File: config.mk
export PLATFORM = sky130hd
export DESIGN_NAME = ring_pe_param
export DESIGN_NICKNAME = d
export VERILOG_FILES = /design/src/rtl/ring_pkg.sv /design/src/rtl/ring_mac.sv /design/src/rtl/ring_pe_param.sv
export SDC_FILE = /design/constraint.sdc
export NUM_CORES = 1
export LEC_CHECK = 0
export ABC_AREA = 1
export CAP_MARGIN = 5
export CORE_UTILIZATION = 30
export CTS_CLUSTER_SIZE = 12
export DETAILED_ROUTE_END_ITERATION = 8
export REMOVE_ABC_BUFFERS = 1
export SYNTH_ARGS = -nofsm -noshare
export SYNTH_HDL_FRONTEND = slang
export SYNTH_SLANG_ARGS = --single-unit
File: constraint.sdc
create_clock -name clk -period 10.9 [get_ports clk]
set_input_delay 2.725 -clock clk [delete_from_list [all_inputs] [get_ports clk]]
set_output_delay 2.725 -clock clk [all_outputs]
set_load 0.02 [all_outputs]
File: src/rtl/ring_pkg.sv
// Shared types and helpers for the systolic ring processing elements.
package ring_pkg;

  localparam int DEF_DW = 8;
  localparam int DEF_N  = 4;

  // Width of the internal arithmetic used for overflow detection; AW must stay below this.
  localparam int MAX_W = 64;

  typedef enum logic {
    IDLE = 1'b0,
    ACC  = 1'b1
  } state_t;

  typedef logic [MAX_W-1:0] wide_t;

  typedef struct packed {
    logic  ovf;
    wide_t sum;
  } sat_res_t;

  // Ceiling log2; returns 0 for values of 0 or 1.
  function automatic int clog2(input int value);
    int r;
    int v;
    r = 0;
    v = value - 1;
    while (v > 0) begin
      r++;
      v = v >> 1;
    end
    return r;
  endfunction

  // Adds two operands already extended to MAX_W bits and checks the exact sum
  // against the aw-bit range. With sat set the result is clamped and ovf flags
  // it; otherwise the raw sum is returned and the caller truncates (wraps).
  function automatic sat_res_t sat_add(input wide_t a, input wide_t b, input int aw,
                                       input bit is_signed, input bit sat);
    sat_res_t res;
    wide_t    sum;
    wide_t    max_v;
    wide_t    min_v;
    sum     = a + b;
    res.ovf = 1'b0;
    res.sum = sum;
    if (is_signed) begin
      max_v = (wide_t'(1) << (aw - 1)) - wide_t'(1);
      min_v = ~max_v;
      if ($signed(sum) > $signed(max_v)) begin
        res.ovf = 1'b1;
        res.sum = max_v;
      end else if ($signed(sum) < $signed(min_v)) begin
        res.ovf = 1'b1;
        res.sum = min_v;
      end
    end else begin
      max_v = (wide_t'(1) << aw) - wide_t'(1);
      if (sum > max_v) begin
        res.ovf = 1'b1;
        res.sum = max_v;
      end
    end
    if (!sat) begin
      res.ovf = 1'b0;
      res.sum = sum;
    end
    return res;
  endfunction

endpackage

File: src/rtl/ring_mac.sv
// Registered multiply-accumulate with synchronous clear, enable and optional
// sticky saturation. sum_next is the accumulator value after the current beat.
module ring_mac
  import ring_pkg::*;
#(
  parameter int DW     = 8,
  parameter int AW     = 19,
  parameter int SIGNED = 0,
  parameter int SAT    = 0
) (
  input  logic          clk,
  input  logic          rst,
  input  logic          clr,
  input  logic          en,
  input  logic [DW-1:0] a,
  input  logic [DW-1:0] x,
  output logic [AW-1:0] sum_next
);

  logic [AW-1:0]   acc;
  logic            sat_hold;
  logic [2*DW-1:0] prod;
  wide_t           prod_w;
  wide_t           acc_w;
  sat_res_t        add_res;

  // Form the full-precision product, extend both operands and add with range check.
  // NOTE: every always_comb output gets a default before any branch so no latch is inferred.
  always_comb begin
    prod   = '0;
    prod_w = '0;
    acc_w  = '0;
    if (SIGNED != 0) begin
      prod   = $signed({{DW{a[DW-1]}}, a}) * $signed({{DW{x[DW-1]}}, x});
      prod_w = {{(MAX_W-2*DW){prod[2*DW-1]}}, prod};
      acc_w  = {{(MAX_W-AW){acc[AW-1]}}, acc};
    end else begin
      prod   = {{DW{1'b0}}, a} * {{DW{1'b0}}, x};
      prod_w = {{(MAX_W-2*DW){1'b0}}, prod};
      acc_w  = {{(MAX_W-AW){1'b0}}, acc};
    end
    add_res  = sat_add(acc_w, prod_w, AW, SIGNED != 0, SAT != 0);
    // Once saturated the accumulator holds its clamped value until cleared.
    sum_next = sat_hold ? acc : add_res.sum[AW-1:0];
  end

  // Accumulator and sticky-saturation flag.
  // NOTE: clocked state uses non-blocking assignments so all registers update together.
  always_ff @(posedge clk or posedge rst) begin
    if (rst) begin
      acc      <= '0;
      sat_hold <= 1'b0;
    end else if (clr) begin
      acc      <= '0;
      sat_hold <= 1'b0;
    end else if (en) begin
      acc <= sum_next;
      if (add_res.ovf) sat_hold <= 1'b1;
    end
  end

endmodule

File: src/rtl/ring_pe_param.sv
// Parametrised systolic-ring PE: holds one x operand, accumulates a*x over N
// accepted beats, forwards x around the ring and pulses y_valid with the result.
module ring_pe_param
  import ring_pkg::*;
#(
  parameter int DW     = DEF_DW,
  parameter int N      = DEF_N,
  parameter int AW     = 2*DW + clog2(N+1),
  parameter int SIGNED = 0,
  parameter int SAT    = 0
) (
  input  logic          clk,
  input  logic          reset,
  input  logic          start,
  input  logic [DW-1:0] x_init,
  input  logic [DW-1:0] x_in,
  input  logic [DW-1:0] a_in,
  input  logic          in_valid,
  output logic          busy,
  output logic [DW-1:0] x_out,
  output logic          x_out_valid,
  output logic [AW-1:0] y,
  output logic          y_valid
);

  localparam int            CW   = (clog2(N) > 0) ? clog2(N) : 1;
  localparam logic [CW-1:0] LAST = CW'(N - 1);

  state_t        state;
  state_t        state_next;
  logic [DW-1:0] x_reg;
  logic [CW-1:0] cnt;
  logic          clr;
  logic          en;
  logic          last_beat;
  logic [AW-1:0] sum_next;

  ring_mac #(
    .DW    (DW),
    .AW    (AW),
    .SIGNED(SIGNED),
    .SAT   (SAT)
  ) u_mac (
    .clk     (clk),
    .rst     (reset),
    .clr     (clr),
    .en      (en),
    .a       (a_in),
    .x       (x_reg),
    .sum_next(sum_next)
  );

  // State register.
  always_ff @(posedge clk or posedge reset) begin
    if (reset) state <= IDLE;
    else       state <= state_next;
  end

  // Next state and beat decode: start only counts in IDLE, in_valid only in ACC.
  always_comb begin
    state_next = state;
    clr        = 1'b0;
    en         = 1'b0;
    last_beat  = 1'b0;
    busy       = (state == ACC);
    case (state)
      IDLE: begin
        if (start) begin
          clr        = 1'b1;
          state_next = ACC;
        end
      end
      ACC: begin
        if (in_valid) begin
          en = 1'b1;
          if (cnt == LAST) begin
            last_beat  = 1'b1;
            state_next = IDLE;
          end
        end
      end
      default: state_next = IDLE;
    endcase
  end

  // Operand register, beat counter, ring forwarding and result capture.
  always_ff @(posedge clk or posedge reset) begin
    if (reset) begin
      x_reg       <= '0;
      cnt         <= '0;
      x_out       <= '0;
      x_out_valid <= 1'b0;
      y           <= '0;
      y_valid     <= 1'b0;
    end else begin
      x_out_valid <= 1'b0;
      y_valid     <= 1'b0;
      if (clr) begin
        x_reg <= x_init;
        cnt   <= '0;
      end
      if (en) begin
        x_out       <= x_reg;
        x_out_valid <= 1'b1;
        x_reg       <= x_in;
        cnt         <= cnt + 1'b1;
      end
      if (last_beat) begin
        y       <= sum_next;
        y_valid <= 1'b1;
      end
    end
  end

endmodule

==> impl_results.html, run 1 <==
<table>
<tr><th>Metric</th><th>Value</th></tr>
<tr><th colspan="2">STA</th></tr>
<tr><td>Post-Route Skew</td><td>10.3 ps</td></tr>
<tr><td>Worst slew pin tran</td><td>778 ps</td></tr>
<tr><td>Max_slew headroom</td><td>48.1%</td></tr>
<tr><td>Part of the cycle the worst path needs</td><td>62.8%</td></tr>
<tr><td>Number of setup violations in the final report</td><td>0</td></tr>
<tr><td>Final slew viol count</td><td>0</td></tr>
<tr><td>Setup repair after global routing missed its margin</td><td>false</td></tr>
<tr><td>Final worst slack</td><td>4050 ps</td></tr>
<tr><td>Hold Vio Cnt, Final</td><td>0</td></tr>
<tr><td>Crit path time final</td><td>6850 ps</td></tr>
<tr><td>Peak clock frequency supported by timing</td><td>146 MHz</td></tr>
<tr><td>Aggregate negative setup slack</td><td>0 ps</td></tr>
<tr><th colspan="2">Synth</th></tr>
<tr><td>Xor and xnor fraction of the mapped netlist area</td><td>0.500%</td></tr>
<tr><td>Number of distinct library cells after synthesis</td><td>29</td></tr>
<tr><td>Mean area per synthesized cell</td><td>7.61 um2</td></tr>
<tr><td>Synthesis Warnings</td><td>0</td></tr>
<tr><td>Number of enable flip-flop cells after synthesis</td><td>0</td></tr>
<tr><td>Dominant combinational cell family by area after synthesis</td><td>adder cells</td></tr>
<tr><td>Simple-gate area share of the yosys netlist</td><td>21.2%</td></tr>
<tr><td>Flops &amp; latches, synth</td><td>59</td></tr>
<tr><td>Seq/Total Area, Yosys</td><td>28.1%</td></tr>
<tr><td>Multiplexer fraction of the synthesized cell area</td><td>0%</td></tr>
<tr><td>Fraction of registers with async set or reset after synthesis</td><td>100%</td></tr>
<tr><td>Compound-gate portion of the synthesized area</td><td>5.38%</td></tr>
<tr><td>Netlist Area Pre-Place</td><td>5260 um2</td></tr>
<tr><td>Post-synth top flop</td><td>dfrtp_1</td></tr>
<tr><td>Synthesized netlist cell count</td><td>691</td></tr>
<tr><td>Adder-cell share of the synthesized area</td><td>29.0%</td></tr>
<tr><th colspan="2">Detailed routing</th></tr>
<tr><td>Via-to-Cell Ratio</td><td>4.28</td></tr>
<tr><td>DRC Markers</td><td>0</td></tr>
<tr><td>Routed via count</td><td>4,123</td></tr>
<tr><td>Final Routed Wirelength</td><td>12,400 um</td></tr>
<tr><td>Drt first-iter violations</td><td>187</td></tr>
<tr><td>Routed wire length per instance</td><td>12.9 um</td></tr>
<tr><td>Number of antenna-violating nets in the routed design</td><td>0</td></tr>
<tr><td>First drt pass iteration count</td><td>4</td></tr>
<tr><th colspan="2">Clocking</th></tr>
<tr><td>Clk root buf</td><td>clkbuf_16</td></tr>
<tr><td>PostCTS Resize Cnt</td><td>0</td></tr>
<tr><td>Clock slew at reported path FFs</td><td>50 ps</td></tr>
<tr><td>Num Clock Sinks</td><td>59</td></tr>
<tr><td>Cts bufs inserted</td><td>9</td></tr>
<tr><td>H-tree level count</td><td>3</td></tr>
<tr><td>Total of hold buffers inserted after clock tree synthesis</td><td>0</td></tr>
<tr><td>Clock latency on the worst-skew pair</td><td>330 ps</td></tr>
<tr><td># Post-CTS Setup Buffers</td><td>0</td></tr>
<tr><td>Maximum count of clock buffers along a single path</td><td>2</td></tr>
<tr><td>TritonCTS clock tree</td><td>done</td></tr>
<tr><th colspan="2">Final layout</th></tr>
<tr><td>Filler instances</td><td>1,822</td></tr>
<tr><td>Share of final-layout standard cells stronger than drive strength 1</td><td>3.52%</td></tr>
<tr><td>Number of nets in the final layout</td><td>853</td></tr>
<tr><td>Registers with the most flip-flops</td><td>u_mac.acc: 19 flops, y: 19 flops</td></tr>
<tr><td>Area Overhead vs Synth</td><td>19.3%</td></tr>
<tr><td>Diode insertion count for antenna repair</td><td>0</td></tr>
<tr><th colspan="2">Place</th></tr>
<tr><td>Buffers on Ports</td><td>57</td></tr>
<tr><td>Post-detailed-placement half-perimeter wirelength</td><td>9520 um</td></tr>
<tr><td>Gp weighted congestion</td><td>0.837</td></tr>
<tr><td>Post-Place Setup Slack</td><td>3730 ps</td></tr>
<tr><th colspan="2">GRT</th></tr>
<tr><td>GRT Total Usage</td><td>15.0%</td></tr>
<tr><td>First-pass GRT wire length</td><td>21,000 um</td></tr>
<tr><td>Number of antenna violations at the first check in global routing</td><td>0</td></tr>
<tr><td>Pin count of the biggest net entering global routing</td><td>60</td></tr>
<tr><td>Sum of overflow across all layers after global routing</td><td>0</td></tr>
<tr><td>Vias in the first global route</td><td>4,167</td></tr>
<tr><th colspan="2">Setup path</th></tr>
<tr><td>CP Data Required Time</td><td>11,110 ps</td></tr>
<tr><td>Critical Path, Cell by Cell</td><td>clkdlybuf4s50_1, nand2_1, fa_1, fa_1, inv_1, fa_1, inv_1, fa_1, inv_1, ha_1, nand2_1, inv_1, nand2_1, nand3_1, nand2_1, nand3_1, nand3_1, nand2_1</td></tr>
<tr><td>Cell occurring most often along the worst timing path</td><td>nand2_1</td></tr>
<tr><td>Signal arrival time at the worst endpoint</td><td>7050 ps</td></tr>
<tr><td>Critical setup path kind</td><td>in -&gt; reg</td></tr>
<tr><td>Crit-path max cell delay</td><td>670 ps</td></tr>
<tr><td>Flop-to-flop setup slack</td><td>6540 ps</td></tr>
<tr><td>Endpoint kind of the worst setup timing path</td><td>flip-flop</td></tr>
<tr><td>Cell with the largest stage delay on the worst path</td><td>clkdlybuf4s50_1</td></tr>
<tr><td>Crit path launch type</td><td>input pin</td></tr>
<tr><td>Max FO, Critical Path</td><td>8</td></tr>
<tr><th colspan="2">Floorplanning</th></tr>
<tr><td>Die Height</td><td>134 um</td></tr>
<tr><td>Die Area</td><td>18,100 um2</td></tr>
<tr><td>Width of the chip</td><td>134 um</td></tr>
<tr><td>Placement row count</td><td>48</td></tr>
<tr><td>Num ports</td><td>58</td></tr>
<tr><td>Initial Util</td><td>30.6%</td></tr>
<tr><td>Core area</td><td>17,200 um2</td></tr>
<tr><th colspan="2">Run status</th></tr>
<tr><td>Run status</td><td>finished, final reports clean</td></tr>
<tr><th colspan="2">Worst hold path</th></tr>
<tr><td>Worst Hold Class</td><td>reg -&gt; reg</td></tr>
<tr><th colspan="2">Flow run</th></tr>
<tr><td>Number of maximum-capacitance violations</td><td>0</td></tr>
</table>
[worst max-delay path, delay by kind of cell]
kind	cells	cell delay (ps)
buffers and inverters	5	870
adders and majority gates	5	2470
and+or+nand+nor	8	960
[area by class of cell]
type | instances | area [um2] | area share [%]
Sequential cell | 59 | 1480 | 23.5
Multi-Input combinational cell | 418 | 2950 | 47.0
Inverter | 187 | 704 | 11.2
Clock buffer | 12 | 256 | 4.09
Clock inverter | 4 | 25.0 | 0.399
Timing Repair Buffer | 58 | 578 | 9.22
Tap cell | 225 | 282 | 4.49
[cell usage in the layout, fill, tap and decap left out]
master and count:
a21oi_1 7, a21oi_4 1, a22o_1 1, buf_4 1, clkbuf_1 1, clkbuf_16 9, clkbuf_8 2, clkdlybuf4s50_1 57
clkinv_2 2, clkinvlp_4 2, dfrtp_1 59, fa_1 50, ha_1 42, inv_1 183, inv_2 3, inv_4 1
nand2_1 205, nand2_2 3, nand2_4 1, nand3_1 32, nand3b_1 3, nand4_1 1, nor2_1 20, nor3_1 3
o21ai_0 25, o21ai_1 2, o22ai_1 14, or2_1 4, or2_4 1, xnor2_1 2, xor2_1 1
[worst paths after layout]
| check | start | end | cells after the start |
|---|---|---|---|
| min reg2reg | y[8]$_DFFE_PP0P_ | y[8]$_DFFE_PP0P_ | 2 |
| max in group asynchronous | reset | u_mac.acc[2]$_DFFE_PP0P_ | 3 |
| max | a_in[0] | u_mac.acc[17]$_DFFE_PP0P_ | 18 |
| min in group asynchronous | reset | x_out_valid$_DFF_PP0_ | 3 |
| min | y[8]$_DFFE_PP0P_ | y[8]$_DFFE_PP0P_ | 2 |
| max reg2reg | x_reg[7]$_DFFE_PP0P_ | u_mac.acc[17]$_DFFE_PP0P_ | 17 |
[cells by family after synthesis]
kind of cell | after synthesis
buf+inv | 214
compound gates | 50
simple gates | 273
flops | 59
xor+xnor | 3
fa+ha+maj | 92
[routing by layer]
metal  GRT usage [%]  vias up  wire length [um]
met3            2.83       15               486
met1            19.2     1932              5670
met4            5.31        0               243
met5               0        -                 0
li1                -     2112                 -
met2            25.3       64              6010
[per-stage QoR]
stage                     hold slack [ps]  instance area, um2  std cells  utilization (%)
final                                 478                6270        963             36.5
after global routing                  506                6270        963             36.5
after CTS                             484                6270        963             36.5
after detailed placement              465                5990        947             34.9
after global placement                464                5990        947             34.9
after floorplan                       449                5130        664                -
[cell usage after synthesis, types with 2 or more instances]
library cell	instances	share of area, %
nand2_1	205	15
inv_1	184	13
dfrtp_1	59	28
fa_1	50	19
ha_1	42	10
nand3_1	32	3.0
o21ai_0	25	2.4
nor2_1	20	1.4
clkbuf_1	18	1.3
o22ai_1	14	1.7
a21oi_1	7	0.67
buf_2	4	0.38
or2_1	4	0.48
nand2_2	3	0.36
nand3b_1	3	0.43
nor3_1	3	0.29
buf_4	2	0.29
buf_6	2	0.43
inv_2	2	0.14
o21ai_1	2	0.19
xnor2_1	2	0.33
Power of run 1 is left out: the tool's default activity adds up to more than one toggle a clock period on the data nets, which glitch-free logic cannot reach.
==> run 2: changes to the inputs <==
Clock period 10.9 ns to 5.9 ns, I/O delays scaled along.
==> impl_results.html, run 2 (same netlist as run 1, synthesis figures left out) <==
<table>
<tr><th>Metric</th><th>Value</th></tr>
<tr><th colspan="2">Detailed routing</th></tr>
<tr><td>Routed via count</td><td>4,199 (was 4,123)</td></tr>
<tr><td>Drt first-iter violations</td><td>214 (was 187)</td></tr>
<tr><td>Final Routed Wirelength</td><td>12,600 um (was 12,400 um)</td></tr>
<tr><td>Number of antenna-violating nets in the routed design</td><td>0 (unchanged)</td></tr>
<tr><td>First drt pass iteration count</td><td>4 (unchanged)</td></tr>
<tr><td>DRC Markers</td><td>0 (unchanged)</td></tr>
<tr><td>Via-to-Cell Ratio</td><td>4.34 (was 4.28)</td></tr>
<tr><td>Routed wire length per instance</td><td>13.0 um (was 12.9 um)</td></tr>
<tr><th colspan="2">STA</th></tr>
<tr><td>Aggregate negative setup slack</td><td>0 ps (unchanged)</td></tr>
<tr><td>Number of setup violations in the final report</td><td>0 (unchanged)</td></tr>
<tr><td>Setup repair after global routing missed its margin</td><td>false (unchanged)</td></tr>
<tr><td>Worst slew pin tran</td><td>754 ps (was 778 ps)</td></tr>
<tr><td>Crit path time final</td><td>5500 ps</td></tr>
<tr><td>Hold Vio Cnt, Final</td><td>0 (unchanged)</td></tr>
<tr><td>Post-Route Skew</td><td>4.33 ps (was 10.3 ps)</td></tr>
<tr><td>Max_slew headroom</td><td>49.7% (was 48.1%)</td></tr>
<tr><td>Peak clock frequency supported by timing</td><td>182 MHz</td></tr>
<tr><td>Part of the cycle the worst path needs</td><td>93.2%</td></tr>
<tr><td>Final slew viol count</td><td>0 (unchanged)</td></tr>
<tr><th colspan="2">Setup path</th></tr>
<tr><td>Max FO, Critical Path</td><td>8 (unchanged)</td></tr>
<tr><td>Crit path launch type</td><td>input pin (unchanged)</td></tr>
<tr><td>Signal arrival time at the worst endpoint</td><td>5710 ps (was 7050 ps)</td></tr>
<tr><td>Endpoint kind of the worst setup timing path</td><td>flip-flop (unchanged)</td></tr>
<tr><td>Critical Path, Cell by Cell</td><td>clkdlybuf4s50_1, nand2_1, fa_1, inv_1, fa_1, fa_1, inv_1, fa_1, inv_1, ha_1, nand2_1, inv_1, nand2_1, nand3_1, or2_1, nand3_1, o21ai_1 (was clkdlybuf4s50_1, nand2_1, fa_1, fa_1, inv_1, fa_1, inv_1, fa_1, inv_1, ha_1, nand2_1, inv_1, nand2_1, nand3_1, nand2_1, nand3_1, nand3_1, nand2_1)</td></tr>
<tr><td>CP Data Required Time</td><td>6100 ps (was 11,110 ps)</td></tr>
<tr><td>Cell with the largest stage delay on the worst path</td><td>clkdlybuf4s50_1 (unchanged)</td></tr>
<tr><td>Critical setup path kind</td><td>in -&gt; reg (unchanged)</td></tr>
<tr><td>Crit-path max cell delay</td><td>690 ps (was 670 ps)</td></tr>
<tr><th colspan="2">Clocking</th></tr>
<tr><td>Cts bufs inserted</td><td>9 (unchanged)</td></tr>
<tr><td>Clock slew at reported path FFs</td><td>50 ps (about the same)</td></tr>
<tr><td>Clock latency on the worst-skew pair</td><td>330 ps (about the same)</td></tr>
<tr><td>Total of hold buffers inserted after clock tree synthesis</td><td>0 (unchanged)</td></tr>
<tr><td>TritonCTS clock tree</td><td>done (unchanged)</td></tr>
<tr><td>Num Clock Sinks</td><td>59 (unchanged)</td></tr>
<tr><td>H-tree level count</td><td>3 (unchanged)</td></tr>
<tr><td># Post-CTS Setup Buffers</td><td>0 (unchanged)</td></tr>
<tr><td>Clk root buf</td><td>clkbuf_16 (unchanged)</td></tr>
<tr><td>PostCTS Resize Cnt</td><td>0 (unchanged)</td></tr>
<tr><td>Maximum count of clock buffers along a single path</td><td>2 (unchanged)</td></tr>
<tr><th colspan="2">Place</th></tr>
<tr><td>Post-DP Area</td><td>6040 um2 (was 5990 um2)</td></tr>
<tr><td>Post-detailed-placement half-perimeter wirelength</td><td>9750 um (was 9520 um)</td></tr>
<tr><td>Gp weighted congestion</td><td>0.901 (was 0.837)</td></tr>
<tr><td>Placed cell count</td><td>954 (was 947)</td></tr>
<tr><td>Buffers on Ports</td><td>57 (unchanged)</td></tr>
<tr><th colspan="2">Floorplanning</th></tr>
<tr><td>Num ports</td><td>58 (unchanged)</td></tr>
<tr><td>Width of the chip</td><td>134 um (unchanged)</td></tr>
<tr><td>Initial Util</td><td>30.6% (unchanged)</td></tr>
<tr><td>Placement row count</td><td>48 (unchanged)</td></tr>
<tr><td>Die Height</td><td>134 um (unchanged)</td></tr>
<tr><td>Die Area</td><td>18,100 um2 (unchanged)</td></tr>
<tr><td>Core area</td><td>17,200 um2 (unchanged)</td></tr>
<tr><th colspan="2">GRT</th></tr>
<tr><td>Pin count of the biggest net entering global routing</td><td>60 (unchanged)</td></tr>
<tr><td>Met2 track utilization from global routing</td><td>26.9% (was 25.3%)</td></tr>
<tr><td>Met3 usage in global routing</td><td>3.10% (was 2.83%)</td></tr>
<tr><td>First-pass GRT wire length</td><td>21,700 um (was 21,000 um)</td></tr>
<tr><td>GRT Total Usage</td><td>15.6% (was 15.0%)</td></tr>
<tr><td>Number of antenna violations at the first check in global routing</td><td>0 (unchanged)</td></tr>
<tr><td>Layer with the highest usage</td><td>met2 (unchanged)</td></tr>
<tr><td>Sum of overflow across all layers after global routing</td><td>0 (unchanged)</td></tr>
<tr><td>Vias in the first global route</td><td>4,349 (was 4,167)</td></tr>
<tr><td>Met1 layer usage reported by global route</td><td>19.9% (was 19.2%)</td></tr>
<tr><th colspan="2">Run status</th></tr>
<tr><td>Run status</td><td>finished, final reports clean (unchanged)</td></tr>
<tr><th colspan="2">Final layout</th></tr>
<tr><td>Number of nets in the final layout</td><td>860 (was 853)</td></tr>
<tr><td>Post-route cell area</td><td>6360 um2 (was 6270 um2)</td></tr>
<tr><td>Area Overhead vs Synth</td><td>20.9% (was 19.3%)</td></tr>
<tr><td>Share of final-layout standard cells stronger than drive strength 1</td><td>4.17% (was 3.52%)</td></tr>
<tr><td>Layout Cells excl Fill</td><td>968 (was 963)</td></tr>
<tr><td>Registers with the most flip-flops</td><td>u_mac.acc: 19 flops, y: 19 flops (unchanged)</td></tr>
<tr><td>Commonest non-fill, non-tap cell in the layout</td><td>nand2_1 (unchanged)</td></tr>
<tr><td>Most used cells in the layout excluding fill and tap cells</td><td>nand2_1 (205), inv_1 (183), dfrtp_1 (59) (unchanged)</td></tr>
<tr><td>Diode insertion count for antenna repair</td><td>0 (unchanged)</td></tr>
<tr><th colspan="2">Flow run</th></tr>
<tr><td>Number of maximum-capacitance violations</td><td>0 (unchanged)</td></tr>
<tr><th colspan="2">Worst hold path</th></tr>
<tr><td>Worst Hold Class</td><td>reg -&gt; reg (unchanged)</td></tr>
</table>
[run 2: cell count changes in the layout (fill, tap and decap cells not counted)]
cell / previous run / this run
clkinv_2: 2 / 0
clkinvlp_4: 2 / 0
bufinv_16: 0 / 2
buf_4: 1 / 8
[run 2: path summary, 6_finish.rpt]
check                                startpoint                       end  slack [ps]  cells past startpoint
setup / recovery                        a_in[5]  u_mac.acc[9]$_DFFE_PP0P_         400                     17
hold / removal                y[12]$_DFFE_PP0P_         y[12]$_DFFE_PP0P_         480                      2
setup reg to reg           x_reg[7]$_DFFE_PP0P_  u_mac.acc[9]$_DFFE_PP0P_        1410                     16
hold reg to reg               y[12]$_DFFE_PP0P_         y[12]$_DFFE_PP0P_         480                      2
max in group asynchronous                 reset          y[6]$_DFFE_PP0P_        3720                      3
min in group asynchronous                 reset     x_out_valid$_DFF_PP0_        1680                      3
[run 2: per-stage QoR]
step	hold WS [ps]	util, %	setup slack [ps]
floorplan	449	-	1030
global placement	465	35.2	65.3
detailed placement	464	35.2	39.8
CTS	482	37.0	380
global route	491	37.0	135
finish	476	37.0	398
[run 2: area by class of cell]
cell class,count,area [um2]
Clock buffer,12,256
Clock inverter,2,60.1
Fill cell,1836,10800
Inverter,187,704
Multi-Input combinational cell,418,2950
Sequential cell,59,1480
Tap cell,225,282
Timing Repair Buffer,65,631
[run 2: routing by layer]
layer  part of all wire, %  vias to the layer above
li1                      -                     2121
met1                    46                     2011
met2                    50                       55
met3                   2.7                       12
met4                   1.6                        0
met5                     0                        -
[run 2: worst max-delay path, delay by kind of cell]
kind,cells,cell delay (ps)
fa+ha+maj,5,2380
buf+inv,5,880
simple gates,6,880
compound gates,1,70
Power of run 2 is left out for the same reason.
==> run 3: changes to the inputs <==
Settings changed: CTS_CLUSTER_DIAMETER set to 80, DONT_BUFFER_PORTS set to 1.
==> impl_results.html, run 3 (same netlist as run 1, synthesis figures left out) <==
<table>
<tr><th>Metric</th><th>Value</th></tr>
<tr><th colspan="2">STA</th></tr>
<tr><td>Crit path time final</td><td>4860 ps (was 5500 ps)</td></tr>
<tr><td>Number of setup violations in the final report</td><td>0 (unchanged)</td></tr>
<tr><td>Peak clock frequency supported by timing</td><td>206 MHz (was 182 MHz)</td></tr>
<tr><td>Max_slew headroom</td><td>54.6% (was 49.7%)</td></tr>
<tr><td>Part of the cycle the worst path needs</td><td>82.3% (was 93.2%)</td></tr>
<tr><td>Hold Vio Cnt, Final</td><td>0 (unchanged)</td></tr>
<tr><td>Post-Route Skew</td><td>5.03 ps (was 4.33 ps)</td></tr>
<tr><td>Worst slew pin tran</td><td>679 ps (was 754 ps)</td></tr>
<tr><td>Final slew viol count</td><td>0 (unchanged)</td></tr>
<tr><td>Final hold slack</td><td>477 ps (was 476 ps)</td></tr>
<tr><td>Setup repair after global routing missed its margin</td><td>false (unchanged)</td></tr>
<tr><td>Aggregate negative setup slack</td><td>0 ps (unchanged)</td></tr>
<tr><th colspan="2">Clocking</th></tr>
<tr><td>Maximum count of clock buffers along a single path</td><td>2 (unchanged)</td></tr>
<tr><td>Clock slew at reported path FFs</td><td>50 ps (about the same)</td></tr>
<tr><td>PostCTS Resize Cnt</td><td>0 (unchanged)</td></tr>
<tr><td>Num Clock Sinks</td><td>59 (unchanged)</td></tr>
<tr><td>Clock latency on the worst-skew pair</td><td>330 ps (about the same)</td></tr>
<tr><td>Clk root buf</td><td>clkbuf_16 (unchanged)</td></tr>
<tr><td># Post-CTS Setup Buffers</td><td>0 (unchanged)</td></tr>
<tr><td>H-tree level count</td><td>3 (unchanged)</td></tr>
<tr><td>TritonCTS clock tree</td><td>done (unchanged)</td></tr>
<tr><td>Total of hold buffers inserted after clock tree synthesis</td><td>0 (unchanged)</td></tr>
<tr><td>Cts bufs inserted</td><td>9 (unchanged)</td></tr>
<tr><th colspan="2">Setup path</th></tr>
<tr><td>Buffers and inverters on the worst path</td><td>4 (was 5)</td></tr>
<tr><td>Number of logic stages on the critical path including buffering</td><td>17 (unchanged)</td></tr>
<tr><td>RR Startpoint</td><td>x_reg[4]$_DFFE_PP0P_ (was x_reg[7]$_DFFE_PP0P_)</td></tr>
<tr><td>Critical Path, Cell by Cell</td><td>nand2_1, inv_1, fa_1, fa_1, fa_1, inv_1, fa_1, inv_1, ha_1, nand2_1, inv_1, nand2_1, nand3_1, nand2_1, nand3_1, nand3_1, nand2_1 (was clkdlybuf4s50_1, nand2_1, fa_1, inv_1, fa_1, fa_1, inv_1, fa_1, inv_1, ha_1, nand2_1, inv_1, nand2_1, nand3_1, or2_1, nand3_1, o21ai_1)</td></tr>
<tr><td>Crit path launch type</td><td>input pin (unchanged)</td></tr>
<tr><td>Critical setup path kind</td><td>in -&gt; reg (unchanged)</td></tr>
<tr><td>Reg2reg path depth</td><td>17 (was 16)</td></tr>
<tr><td>Startpoint of the worst setup timing path</td><td>a_in[1] (was a_in[5])</td></tr>
<tr><td>CP Data Required Time</td><td>6110 ps (was 6100 ps)</td></tr>
<tr><td>Cell occurring most often along the worst timing path</td><td>nand2_1</td></tr>
<tr><td>Crit-path max cell delay</td><td>550 ps (was 690 ps)</td></tr>
<tr><td>Crit-path leading delay family</td><td>adder cells (unchanged)</td></tr>
<tr><td>Cell with the largest stage delay on the worst path</td><td>fa_1 (was clkdlybuf4s50_1)</td></tr>
<tr><td>Max FO, Critical Path</td><td>8 (unchanged)</td></tr>
<tr><td>Signal arrival time at the worst endpoint</td><td>5070 ps (was 5710 ps)</td></tr>
<tr><td>Endpoint kind of the worst setup timing path</td><td>flip-flop (unchanged)</td></tr>
<tr><th colspan="2">GRT</th></tr>
<tr><td>Sum of overflow across all layers after global routing</td><td>0 (unchanged)</td></tr>
<tr><td>Number of antenna violations at the first check in global routing</td><td>0 (unchanged)</td></tr>
<tr><td>Pin count of the biggest net entering global routing</td><td>47 (was 60)</td></tr>
<tr><td>First-pass GRT wire length</td><td>20,500 um (was 21,700 um)</td></tr>
<tr><td>Vias in the first global route</td><td>3,918 (was 4,349)</td></tr>
<tr><td>GRT Total Usage</td><td>15.0% (was 15.6%)</td></tr>
<tr><th colspan="2">Place</th></tr>
<tr><td>Post-detailed-placement half-perimeter wirelength</td><td>9620 um (was 9750 um)</td></tr>
<tr><td>Gp weighted congestion</td><td>0.858 (was 0.901)</td></tr>
<tr><td>Buffers on Ports</td><td>0 (was 57)</td></tr>
<tr><th colspan="2">Floorplanning</th></tr>
<tr><td>Die Height</td><td>134 um (unchanged)</td></tr>
<tr><td>Num ports</td><td>58 (unchanged)</td></tr>
<tr><td>Core area</td><td>17,200 um2 (unchanged)</td></tr>
<tr><td>Initial Util</td><td>30.6% (unchanged)</td></tr>
<tr><td>Width of the chip</td><td>134 um (unchanged)</td></tr>
<tr><td>Die Area</td><td>18,100 um2 (unchanged)</td></tr>
<tr><td>Placement row count</td><td>48 (unchanged)</td></tr>
<tr><th colspan="2">Final layout</th></tr>
<tr><td>Filler instances</td><td>1,856 (was 1,836)</td></tr>
<tr><td>Area taken by flip-flops and latches</td><td>1480 um2 (unchanged)</td></tr>
<tr><td>Commonest non-fill, non-tap cell in the layout</td><td>nand2_1 (unchanged)</td></tr>
<tr><td>Registers with the most flip-flops</td><td>u_mac.acc: 19 flops, y: 19 flops (unchanged)</td></tr>
<tr><td>Area Overhead vs Synth</td><td>8.69% (was 20.9%)</td></tr>
<tr><td>Most used cells in the layout excluding fill and tap cells</td><td>nand2_1 (205), inv_1 (183), dfrtp_1 (59) (unchanged)</td></tr>
<tr><td>Diode insertion count for antenna repair</td><td>0 (unchanged)</td></tr>
<tr><td>Share of final-layout standard cells stronger than drive strength 1</td><td>3.67% (was 4.17%)</td></tr>
<tr><td>Number of nets in the final layout</td><td>796 (was 860)</td></tr>
<tr><td>Multi-input gate area in the final layout</td><td>2950 um2 (unchanged)</td></tr>
<tr><th colspan="2">Detailed routing</th></tr>
<tr><td>Number of antenna-violating nets in the routed design</td><td>0 (unchanged)</td></tr>
<tr><td>Routed via count</td><td>4,002 (was 4,199)</td></tr>
<tr><td>Drt first-iter violations</td><td>183 (was 214)</td></tr>
<tr><td>DRC Markers</td><td>0 (unchanged)</td></tr>
<tr><td>Final Routed Wirelength</td><td>12,700 um (was 12,600 um)</td></tr>
<tr><td>Via-to-Cell Ratio</td><td>4.42 (was 4.34)</td></tr>
<tr><td>Routed wire length per instance</td><td>14.0 um (was 13.0 um)</td></tr>
<tr><td>First drt pass iteration count</td><td>5 (was 4)</td></tr>
<tr><th colspan="2">Run status</th></tr>
<tr><td>Run status</td><td>finished, final reports clean (unchanged)</td></tr>
<tr><th colspan="2">Worst hold path</th></tr>
<tr><td>Hold depth</td><td>2 (unchanged)</td></tr>
<tr><td>Hold path startpoint</td><td>u_mac.acc[13]$_DFFE_PP0P_ (was y[12]$_DFFE_PP0P_)</td></tr>
<tr><td>Worst Hold Class</td><td>reg -&gt; reg (unchanged)</td></tr>
<tr><th colspan="2">Flow run</th></tr>
<tr><td>Number of maximum-capacitance violations</td><td>0 (unchanged)</td></tr>
</table>
## run 3: worst reg2reg max path, cell delays in order, from the launching register on
cell	delay [ps]
dfrtp_1	670
nand2_1	160
fa_1	560
inv_1	50
fa_1	480
fa_1	550
inv_1	60
fa_1	530
inv_1	50
ha_1	360
nand2_1	150
inv_1	60
nand2_1	60
nand3_1	170
nand2_1	160
nand3_1	110
nand3_1	100
nand2_1	70
## run 3: final timing paths
kind / end / slack, ps
min: u_mac.acc[13]$_DFFE_PP0P_ / 480
min reg2reg: u_mac.acc[13]$_DFFE_PP0P_ / 480
max in group asynchronous: y[4]$_DFFE_PP0P_ / 4000
max reg2reg: u_mac.acc[17]$_DFFE_PP0P_ / 1460
min in group asynchronous: y[16]$_DFFE_PP0P_ / 980
max: u_mac.acc[17]$_DFFE_PP0P_ / 1040
## run 3: layer usage
layer	track usage (%)	share of wire, %
met3	3.40	5.9
met1	19.9	45
met4	4.37	0.55
met5	0	0
met2	24.4	48
## run 3: per-stage QoR
stage,setup slack [ps],area [um2],cells,utilization [%]
final,1040,5710,906,33.3
after global routing,819,5710,906,33.3
after CTS,1070,5710,906,33.3
after detailed placement,752,5420,890,31.5
after global placement,813,5420,890,31.5
after floorplan,1030,5130,664,-
## run 3: cell type report
| cell class | instances | area share, % |
|---|---|---|
| multi-input combinational | 418 | 51.6 |
| clock inverter | 4 | 0.876 |
| inverter | 187 | 12.3 |
| timing repair buffer | 1 | 0.131 |
| clock buffer | 12 | 4.31 |
| sequential | 59 | 25.8 |
| tap | 225 | 4.93 |
Power of run 3 is left out for the same reason.
